### config.mk
export PLATFORM = sky130hd
export DESIGN_NAME = node_inject_queue
export DESIGN_NICKNAME = d
export VERILOG_FILES = /design/src/rtl/router_pkg.sv /design/src/rtl/inject_fifo_mem.sv /design/src/rtl/node_inject_queue.sv
export SDC_FILE = /design/constraint.sdc
export NUM_CORES = 1
export LEC_CHECK = 0
export CORE_MARGIN = 3
export CORE_UTILIZATION = 50
export DETAILED_ROUTE_END_ITERATION = 8
export GPL_ROUTABILITY_DRIVEN = 0
export PLACE_DENSITY = 0.72
export SYNTH_ARGS = -nofsm -noshare
export SYNTH_HDL_FRONTEND = slang
export SYNTH_SLANG_ARGS = --single-unit
### constraint.sdc
create_clock -name Clk_R -period 3 [get_ports Clk_R]
set_clock_uncertainty 0.15 [all_clocks]
set_input_delay 0.6 -clock Clk_R [delete_from_list [all_inputs] [get_ports Clk_R]]
set_output_delay 0.6 -clock Clk_R [all_outputs]
set_load 0.03 [all_outputs]
### src/rtl/router_pkg.sv
// Shared router constants: packet geometry, field offsets and the inject-queue state encoding.
package router_pkg;
   localparam int ADDR_W = 4;
   localparam int DATA_W = 24;
   localparam int PKT_W  = ADDR_W + 1 + DATA_W;

   localparam int DEST_MSB = PKT_W - 1;
   localparam int DEST_LSB = DATA_W + 1;
   localparam int TYPE_BIT = DATA_W;
   localparam int DATA_MSB = DATA_W - 1;

   typedef enum logic [1:0] {
      IDLE    = 2'd0,
      PRESENT = 2'd1,
      GAP     = 2'd2
   } q_state_e;
endpackage

### src/rtl/inject_fifo_mem.sv
// Packet storage for the injection queue: one synchronous write port, pointer-addressed async read.
module inject_fifo_mem #(
   parameter int DEPTH = 4,
   parameter int PKT_W = 29
) (
   input  logic                     clk,
   input  logic                     wr_en,
   input  logic [$clog2(DEPTH)-1:0] wr_ptr,
   input  logic [PKT_W-1:0]         wr_data,
   input  logic [$clog2(DEPTH)-1:0] rd_ptr,
   output logic [PKT_W-1:0]         rd_data
);
   logic [PKT_W-1:0] mem_q [DEPTH];

   // Payload storage carries no reset; occupancy lives in the controller's count.
   always_ff @(posedge clk) begin
      if (wr_en) mem_q[wr_ptr] <= wr_data;
   end

   assign rd_data = mem_q[rd_ptr];
endmodule

### src/rtl/node_inject_queue.sv
// Node-to-router injection FIFO with a present/ack/gap handshake toward router_core.
// Optional build macro NODE_INJECT_SELF_FILTER_EN drops writes addressed to this router (r_addr).
module node_inject_queue #(
   parameter int DEPTH  = 4,
   parameter int ADDR_W = router_pkg::ADDR_W,
   parameter int DATA_W = router_pkg::DATA_W
) (
   input  logic                     Clk_R,
   input  logic                     Rst_n,
   input  logic                     Node_Wr_En,
   input  logic [ADDR_W-1:0]        Node_Dest,
   input  logic                     Node_Type,
   input  logic [DATA_W-1:0]        Node_Data,
   output logic                     Node_Full,
   output logic                     Node_Overflow,
   input  logic                     Core_Load_Ack,
   output logic [ADDR_W+DATA_W:0]   Packet_From_Node,
   output logic                     Packet_From_Node_Valid,
   output logic [$clog2(DEPTH):0]   Queue_Count
`ifdef NODE_INJECT_SELF_FILTER_EN
   ,
   input  logic [ADDR_W-1:0]        r_addr,
   output logic                     Self_Drop
`endif
);
   import router_pkg::*;

   localparam int PKT_BITS = ADDR_W + 1 + DATA_W;
   localparam int PTR_W    = $clog2(DEPTH);
   localparam int CNT_W    = PTR_W + 1;

   q_state_e            state_q, state_d;
   logic [PTR_W-1:0]    wr_ptr_q, wr_ptr_d, rd_ptr_q, rd_ptr_d;
   logic [CNT_W-1:0]    count_q, count_d;
   logic [PKT_BITS-1:0] pkt_q, pkt_d, head_pkt;
   logic                vld_q, vld_d, full_q, full_d, ovf_q, ovf_d;
   logic                self_hit, wr_ok, pop;

`ifdef NODE_INJECT_SELF_FILTER_EN
   logic self_drop_q, self_drop_d;
   assign self_hit  = Node_Wr_En && (Node_Dest == r_addr);
   assign Self_Drop = self_drop_q;
`else
   assign self_hit = 1'b0;
`endif

   inject_fifo_mem #(.DEPTH(DEPTH), .PKT_W(PKT_BITS)) u_mem (
      .clk     (Clk_R),
      .wr_en   (wr_ok),
      .wr_ptr  (wr_ptr_q),
      .wr_data ({Node_Dest, Node_Type, Node_Data}),
      .rd_ptr  (rd_ptr_q),
      .rd_data (head_pkt)
   );

   always_comb begin
      // Fullness is judged on the registered count, so a same-edge pop cannot admit a write.
      wr_ok    = Node_Wr_En && !self_hit && !full_q;
      pop      = (state_q == PRESENT) && Core_Load_Ack;
      wr_ptr_d = wr_ok ? wr_ptr_q + PTR_W'(1) : wr_ptr_q;
      rd_ptr_d = pop ? rd_ptr_q + PTR_W'(1) : rd_ptr_q;
      count_d  = count_q + CNT_W'(wr_ok) - CNT_W'(pop);
      full_d   = (count_d == CNT_W'(DEPTH));
      ovf_d    = ovf_q | (Node_Wr_En && !self_hit && full_q);
`ifdef NODE_INJECT_SELF_FILTER_EN
      self_drop_d = self_hit;
`endif

      state_d = state_q;
      vld_d   = vld_q;
      pkt_d   = pkt_q;
      case (state_q)
         IDLE: begin
            if (count_q != '0) begin
               pkt_d   = head_pkt;
               vld_d   = 1'b1;
               state_d = PRESENT;
            end
         end
         PRESENT: begin
            if (Core_Load_Ack) begin
               vld_d   = 1'b0;
               state_d = GAP;
            end
         end
         GAP:     state_d = IDLE;
         default: state_d = IDLE;
      endcase
   end

   always_ff @(posedge Clk_R or negedge Rst_n) begin
      if (!Rst_n) begin
         state_q  <= IDLE;
         wr_ptr_q <= '0;
         rd_ptr_q <= '0;
         count_q  <= '0;
         pkt_q    <= '0;
         vld_q    <= 1'b0;
         full_q   <= 1'b0;
         ovf_q    <= 1'b0;
`ifdef NODE_INJECT_SELF_FILTER_EN
         self_drop_q <= 1'b0;
`endif
      end else begin
         state_q  <= state_d;
         wr_ptr_q <= wr_ptr_d;
         rd_ptr_q <= rd_ptr_d;
         count_q  <= count_d;
         pkt_q    <= pkt_d;
         vld_q    <= vld_d;
         full_q   <= full_d;
         ovf_q    <= ovf_d;
`ifdef NODE_INJECT_SELF_FILTER_EN
         self_drop_q <= self_drop_d;
`endif
      end
   end

   assign Node_Full              = full_q;
   assign Node_Overflow          = ovf_q;
   assign Packet_From_Node       = pkt_q;
   assign Packet_From_Node_Valid = vld_q;
   assign Queue_Count            = count_q;
endmodule

### Yosys cells after proc, flatten, opt, wreduce, memory -nomap -nowiden

Memories as Yosys holds them, arrays and structs flattened. A register that Yosys moved wholly into a read port is not among the register bits.
Index checks and enable logic that the tools add are counted.

| word-level totals | value |
|---|---|
| register bits | 12 |
| memories | 1 |
| bits in writable memories | 116 |
| output and inout bits | 35 |
| logic and storage cells | 36 |
| bits of input ports | 33 |

Memories:

| memory | depth | bits a word | rd ports | clocked after memory_dff | write ports | line | source |
|---|---|---|---|---|---|---|---|
| u_mem.mem_q | 4 | 29 | 1 | 1 | 1 | inject_fifo_mem.sv:13 | `logic [PKT_W-1:0] mem_q [DEPTH];` |

| operators by class | value |
|---|---|
| reduce and logical (&&, ||, !) cells | 11 |
| multiplexer cells | 8 |
| add/subtract/negate cells | 4 |
| equality and inequality tests | 4 |
| bitwise logic cells | 1 |

Operators by type and width:

| operator | count |
|---|---|
| $add A2 B1 Y2 const B | 2 |
| $mux W1 | 4 |
| $mux W2 | 2 |
| $ne A2 B2 Y1 const B | 2 |
| $pmux W2 S2 | 1 |
| $reduce_and A2 Y1 | 2 |
| $add A3 B1 Y3 | 1 |
| $eq A3 B3 Y1 const B | 1 |
| $logic_and A1 B1 Y1 | 3 |
| $reduce_and A3 Y1 | 1 |
| $reduce_bool A3 Y1 | 1 |
| $sub A3 B1 Y3 | 1 |
| $eq A2 B1 Y1 const B | 1 |
| $logic_not A1 Y1 | 2 |
| $logic_not A2 Y1 | 1 |
| $pmux W1 S2 | 1 |
| $reduce_bool A2 Y1 | 1 |
| $or A1 B1 Y1 | 1 |

### Depth between registers and ports, before layout

Gate-level depths: netlist (run 1).

| logic depth | value |
|---|---|
| word-level depth | 5 |
| gate-level depth with buffers | 9 |
| gate-level depth less buffers | 8 |

### Cells and area by module

Synthesis (run 1) repeated with hierarchy kept, for this count alone.

| second synthesis, totals | value |
|---|---|
| cells, all modules | 255 |
| area, all modules | 5934.4 um2 |

Modules (own cells, without submodules):

| module | area each (um2) | cells an instance | seq. area each (um2) | times used |
|---|---|---|---|---|
| inject_fifo_mem | 4224.1 | 155 | 3483.3 | 1 |
| node_inject_queue | 1710.4 | 100 | 1026.0 | 1 |

### Least setup slack after synthesis (run 1)

Ideal clock, no wire load.

| path | value |
|---|---|
| path kind | input-to-reg |
| from | input port Node_Wr_En |
| to | register full_q (netlist: Node_Full) |
| path slack | 605 ps |
| cell stages on the path | 9 |
| buffers on the path | 1 |
| data required time | 2762 ps |
| data arrival time | 2157 ps |
| library setup time | 88 ps |
| cell sequence | nor2b_1 > clkbuf_1 > inv_1 > ha_1 > inv_1 > ha_1 > fa_1 > xnor2_1 > nor3b_1 |

| between the ends | value |
|---|---|
| word-level cells in the longest chain between the ends | 4 |

RTL lines:

| item | line | source |
|---|---|---|
| start, declared | node_inject_queue.sv:10 | `input logic Node_Wr_En,` |
| $logic_and A1 B1 Y1 | node_inject_queue.sv:58 | `wr_ok = Node_Wr_En && !self_hit && !full_q;` |
| $add A3 B1 Y3 | node_inject_queue.sv:62 | `count_d = count_q + CNT_W'(wr_ok) - CNT_W'(pop);` |
| $sub A3 B1 Y3 | node_inject_queue.sv:62 |  |
| net count_d[2] | node_inject_queue.sv:34 | `logic [CNT_W-1:0] count_q, count_d;` |
| $eq A3 B3 Y1 | node_inject_queue.sv:63 | `full_d = (count_d == CNT_W'(DEPTH));` |
| net full_d | node_inject_queue.sv:36 | `logic vld_q, vld_d, full_q, full_d, ovf_q, ovf_d;` |
| end signal, assigned | node_inject_queue.sv:111 | `full_q <= full_d;` |
| end, declared | node_inject_queue.sv:36 |  |

The timed path passes the listed nets, and every way through them passes these cells.
A chain may end at the register's enable or synchronous reset.

### Worst setup path after layout (run 1)

Same ends and word-level chain as after synthesis.

==> results of run 1 <==
sequential cells by signal, summed over array words and instances (netlist names):
register and flops:
u_mem.mem_q 116, Packet_From_Node 29, Queue_Count 3, rd_ptr_q 2
state_q 2, wr_ptr_q 2, Node_Full 1, Node_Overflow 1
Packet_From_Node_Valid 1
final cells by class:
| type | instances | area (um^2) | area share, % |
|---|---|---|---|
| timing repair buffer | 76 | 808.3 | 10.87 |
| sequential | 157 | 4511 | 60.67 |
| clock inverter | 13 | 143.9 | 1.935 |
| tap | 143 | 178.9 | 2.407 |
| clock buffer | 19 | 432.9 | 5.823 |
| inverter | 7 | 26.28 | 0.3534 |
| multi-input combinational | 87 | 1334 | 17.94 |
power by group through the flow:
stage	clock network, mW	registers (mW)	logic, mW
floorplan	0	3.65	1.75
global placement	0	3.27	2.96
detailed placement	0	3.29	3.00
CTS	2.11	3.26	3.02
global route	2.21	3.32	3.15
finish	2.06	3.25	2.96
routing by layer:
layer / share of wire (%) / GRT usage [%]
met1: 42 / 22.14
met2: 51 / 26.66
met3: 5.4 / 5.222
met4: 1.4 / 6.808
met5: 0 / 0
synth_stat cells (2+ instances only):
cell type | count | share of area (%)
xor2_1 | 2 | 0.29
o21ai_1 | 3 | 0.25
xnor2_1 | 3 | 0.44
and3b_1 | 2 | 0.29
inv_1 | 7 | 0.44
dfrtp_1 | 41 | 17
mux4_2 | 29 | 11
and2_1 | 4 | 0.42
nand2_1 | 2 | 0.13
buf_6 | 4 | 0.75
ha_1 | 6 | 1.3
clkbuf_1 | 5 | 0.31
edfxtp_1 | 116 | 58
buf_12 | 3 | 1.0
mux2_4 | 28 | 7.0
final timing paths:
check	start	endpoint	slack, ps	cells after the start
min in group Clk_R	Node_Overflow	Node_Overflow	310	1
worst min-delay path	Rst_n	wr_ptr_q[0]	8	1
worst max register to register	state_q[0]	Node_Full	830	7
max in group asynchronous	Rst_n	Packet_From_Node[8]	2010	2
worst max-delay path	Node_Wr_En	Node_Full	570	9
worst min register to register	Node_Overflow	Node_Overflow	310	1
cells by family (layout without fill, tap and decap cells):
family / count (synthesis) / count (layout) / share of synthesized area (%)
AOI/OAI and AO/OA: 4 / 4 / 0.3761
xor gates and xnor gates: 5 / 5 / 0.7316
adders and majority gates: 7 / 7 / 1.588
buffers and inverters: 19 / 115 / 2.508
DFF: 157 / 157 / 75.32
muxes: 58 / 58 / 18.12
and+or+nand+nor: 13 / 13 / 1.359
critical path: stages:
cell and delay (ps):
clkdlybuf4s50_1 470, nor2b_1 200, inv_1 70, ha_1 270, inv_1 40, ha_1 180
fa_1 370, xnor2_1 200, nor3b_1 200
per-stage QoR:
stage / setup slack [ps] / utilization, % / instance area (um^2)
6_report: 571.2 / 64.29 / 7435
5_1_grt: 415.7 / 64.29 / 7435
4_1_cts: 557.0 / 64.29 / 7435
3_5_place_dp: 129.9 / 59.30 / 6858
3_3_place_gp: 224.4 / 59.30 / 6858
2_1_floorplan: 604.6 / - / 5987
==> flow_summary.toml, run 1 <==
[global_route]
grt_overflow_total = 0
gr-usage-all-layers_pct = 16.87
antenna_found_initial = 0
grt_pass1_wl_mm = 16.13
grt_pass1_vias = 2925
grt_start_max_net_pins = 31

[floorplanning]
die_w_um = 115.4
num_io_pins = 68
dieArea_um2 = 13320
fp.coreArea_um2 = 11560
fp.dieH_um = 115.4
rows = 39
start_util_pct = 51.77

[power]
p_switching_mw = 2.517
power_density_nw_per_um2 = 1113
clkPwrFrac_pct = 24.9
p_sw_share_pct = 30.43
irDropWorstVdd_v = 0.0004701
p_comb_share_pct = 35.8
p_int_mw = 5.755
totalPowerFinal_mw = 8.272
seqPwrFrac_pct = 39.3
power.leakage_nw = 2.710

[layout]
instances_no_fill = 502
nets = 386
n_antenna_cell = 0
layout_commonest_cell = "edfxtp_1"
final_cell_mix = "edfxtp_1, clkdlybuf4s50_1, dfrtp_1"
drive_gt1_share_pct = 28.69
area_growth_pct = 24.18
fillCellCount = 778

[routing]
drc = 0
firstDrtPassIters = 5
drtIter0Drc = 139
wl_mm = 10.01
via_per_inst = 5.299
routedWlPerCell_um = 19.94
antenna_left = 0
num_vias = 2660

[timing]
rsz0062_at_grt = "no"
final.period_utilization_pct = 80.96
hold_slack_ps = 8.489
tightest_slew_ps = 598.9
max_freq_mhz = 411.7
maxSlewHeadroom_pct = 60.07
final_max_slew_viol_count = 0
tns_ps = 0
fin_crit_ps = 2429
setup_viol = 0
final_hold_viol_count = 0

[clocking]
hold_buffers = 0
cts_made_buffers = 17
clkLatencyLatePin_ps = 420
ctsResizeCount = 0
cts_tree = "built"
htreeDepth = 4
clk_pin_slew_ps = 60
ctsRootBufferMaster = "clkbuf_16"
cts.sinks = 157
clockBufferDepth = 2
cts_setup_buffers = 0

[logic_synthesis]
synth_nets = 303
synth.avg_cell_area_um2 = 22.76
synth-seq-area-share_pct = 75.32
netlist_instances = 263
synth_cell_types = 23
synth.ff_latch_count = 157
synth-edff-count = 116
synth_ff_type = "edfxtp_1"
yosysWarnings = 0
syn_area_um2 = 5987
async_flop_share_pct = 26.11

[flow_run]
max_cap_violations = 0

[placement]
dp_hpwl_mm = 6.212
dp_cells = 470
port-buffer-count = 67

[worst_hold_path]
hold_class = "primary input to async pin"

[worst_setup_path]
end_kind = "flip-flop"
path_class = "primary input to flip-flop"
cp.required_ps = 3180
crit_path_start_kind = "primary input"
arrival_ps = 2610
crit_fanout = 2

[run_status]
status = "finished, final reports clean"
(Power assumes the default switching activity.)
==> run 2: changes to the inputs <==
- clock period: 3 -> 2.3 ns (I/O delays scaled with it)
==> flow_summary.toml, run 2 (synthesis gave the netlist of run 1 again) <==
[clocking]
cts_setup_buffers = 0
htreeDepth = 4
cts_made_buffers = 17
ctsRootBufferMaster = "clkbuf_16"
cts_tree = "built"
cts.sinks = 157
clockBufferDepth = 2
clk_pin_slew_ps = 60
clkLatencyLatePin_ps = 410

[global_route]
grt_pass1_vias = 2929
grt_overflow_total = 0
antenna_found_initial = 1
gr-usage-all-layers_pct = 16.73
grt_pass1_wl_mm = 16.09
grt_start_max_net_pins = 32

[floorplanning]
start_util_pct = 51.77
dieArea_um2 = 13320
die_w_um = 115.4
fp.coreArea_um2 = 11560
fp.dieH_um = 115.4
num_io_pins = 68
rows = 39

[worst_setup_path]
cp.required_ps = 2480
path_class = "primary input to flip-flop"
crit_path_start_kind = "primary input"
crit_fanout = 2
end_kind = "flip-flop"
arrival_ps = 2420

[power]
power_density_nw_per_um2 = 1440
power.leakage_nw = 2.770
totalPowerFinal_mw = 10.76
irDropWorstVdd_v = 0.0006793

[layout]
drive_gt1_share_pct = 31.34
post-route-util_pct = 64.65
n_antenna_cell = 0
largest_reg_flops = 116
fillCellCount = 754
top_register = "u_mem.mem_q"
final_cell_mix = "edfxtp_1, clkdlybuf4s50_1, dfrtp_1"
nets = 394
area_growth_pct = 24.89
layout_commonest_cell = "edfxtp_1"

[timing]
fin_crit_ps = 2244
tightest_slew_ps = 604.4
final_hold_viol_count = 0
rsz0062_at_grt = "no"
max_freq_mhz = 445.6
final.period_utilization_pct = 97.58
maxSlewHeadroom_pct = 59.70
setup_viol = 0
final_max_slew_viol_count = 0

[placement]
port-buffer-count = 67
dp_hpwl_mm = 6.229

[routing]
wl_mm = 10.23
num_vias = 2736
routedWlPerCell_um = 20.06
via_per_inst = 5.365
antenna_left = 0
drtIter0Drc = 124
firstDrtPassIters = 4
drc = 0

[flow_run]
max_cap_violations = 0

[worst_hold_path]
hold_class = "flip-flop to flip-flop"

[run_status]
status = "finished, final reports clean"
## run 2: cell types whose count changed in the layout (fill, tap and decap cells not counted), sizes merged
cell / previous run / this run
dlygate4sd3: 0 / 1
clkinvlp: 7 / 0
clkinv: 3 / 6
buf: 10 / 17
clkbuf: 19 / 17
inv: 8 / 16
bufinv: 2 / 0
## run 2: final timing paths
check | from | end | slack (ps) | cells past startpoint
min in group asynchronous | Rst_n | Packet_From_Node[15] | 440 | 2
min reg2reg | Node_Overflow | Node_Overflow | 300 | 1
max | Node_Wr_En | Node_Full | 60 | 9
min | Node_Overflow | Node_Overflow | 300 | 1
max reg2reg | state_q[0] | Node_Full | 170 | 7
max in group asynchronous | Rst_n | rd_ptr_q[1] | 960 | 3
## run 2: stage by stage
step                hold slack (ps)  cells  TNS (ps)  setup slack, ps  instance area (um^2)
global placement              288.1    477    -642.8           -358.3                  6899
finish                        301.4    510         0            55.63                  7477
floorplan                     14.41    263         0            60.50                  5988
detailed placement            294.0    477    -734.1           -403.2                  6899
CTS                           307.9    510         0            1.733                  7462
global route                  333.7    510         0            18.59                  7477
## run 2: repair_timing
item                                    4_1_cts  5_1_grt
gates resized for setup                       0        3
endpoints found under the setup margin        0        1
hold endpoints to repair                     20        0
hold buffers                                  1        0
## run 2: final cells by class
| class | instances | area (um^2) | area share [%] |
|---|---|---|---|
| sequential | 157 | 4512 | 60.34 |
| multi-input combinational | 87 | 1349 | 18.04 |
| timing repair buffer | 84 | 858.3 | 11.48 |
| clock buffer | 17 | 425.4 | 5.689 |
| tap | 143 | 178.9 | 2.393 |
| clock inverter | 15 | 127.6 | 1.707 |
| inverter | 7 | 26.28 | 0.3514 |
## run 2: per-layer routing
layer / global-route usage, % / routed length, um
met1: 21.98 / 4242
met3: 5.013 / 509
met4: 6.495 / 122
met2: 26.62 / 5336
met5: 0 / 20
## run 2: power breakdown
group | total (mW) | internal, mW | switching (mW)
sequential | 4.24 | 3.85 | 0.391
clock | 2.57 | 1.42 | 1.15
combinational | 3.95 | 2.11 | 1.84
total | 10.8 | 7.38 | 3.39
## run 2: critical path, stage by stage
cell	delay (ps)
clkdlybuf4s50_1	470
nor2b_2	180
inv_1	60
ha_1	260
inv_1	40
ha_1	180
fa_1	410
xnor2_2	180
nor3b_2	190
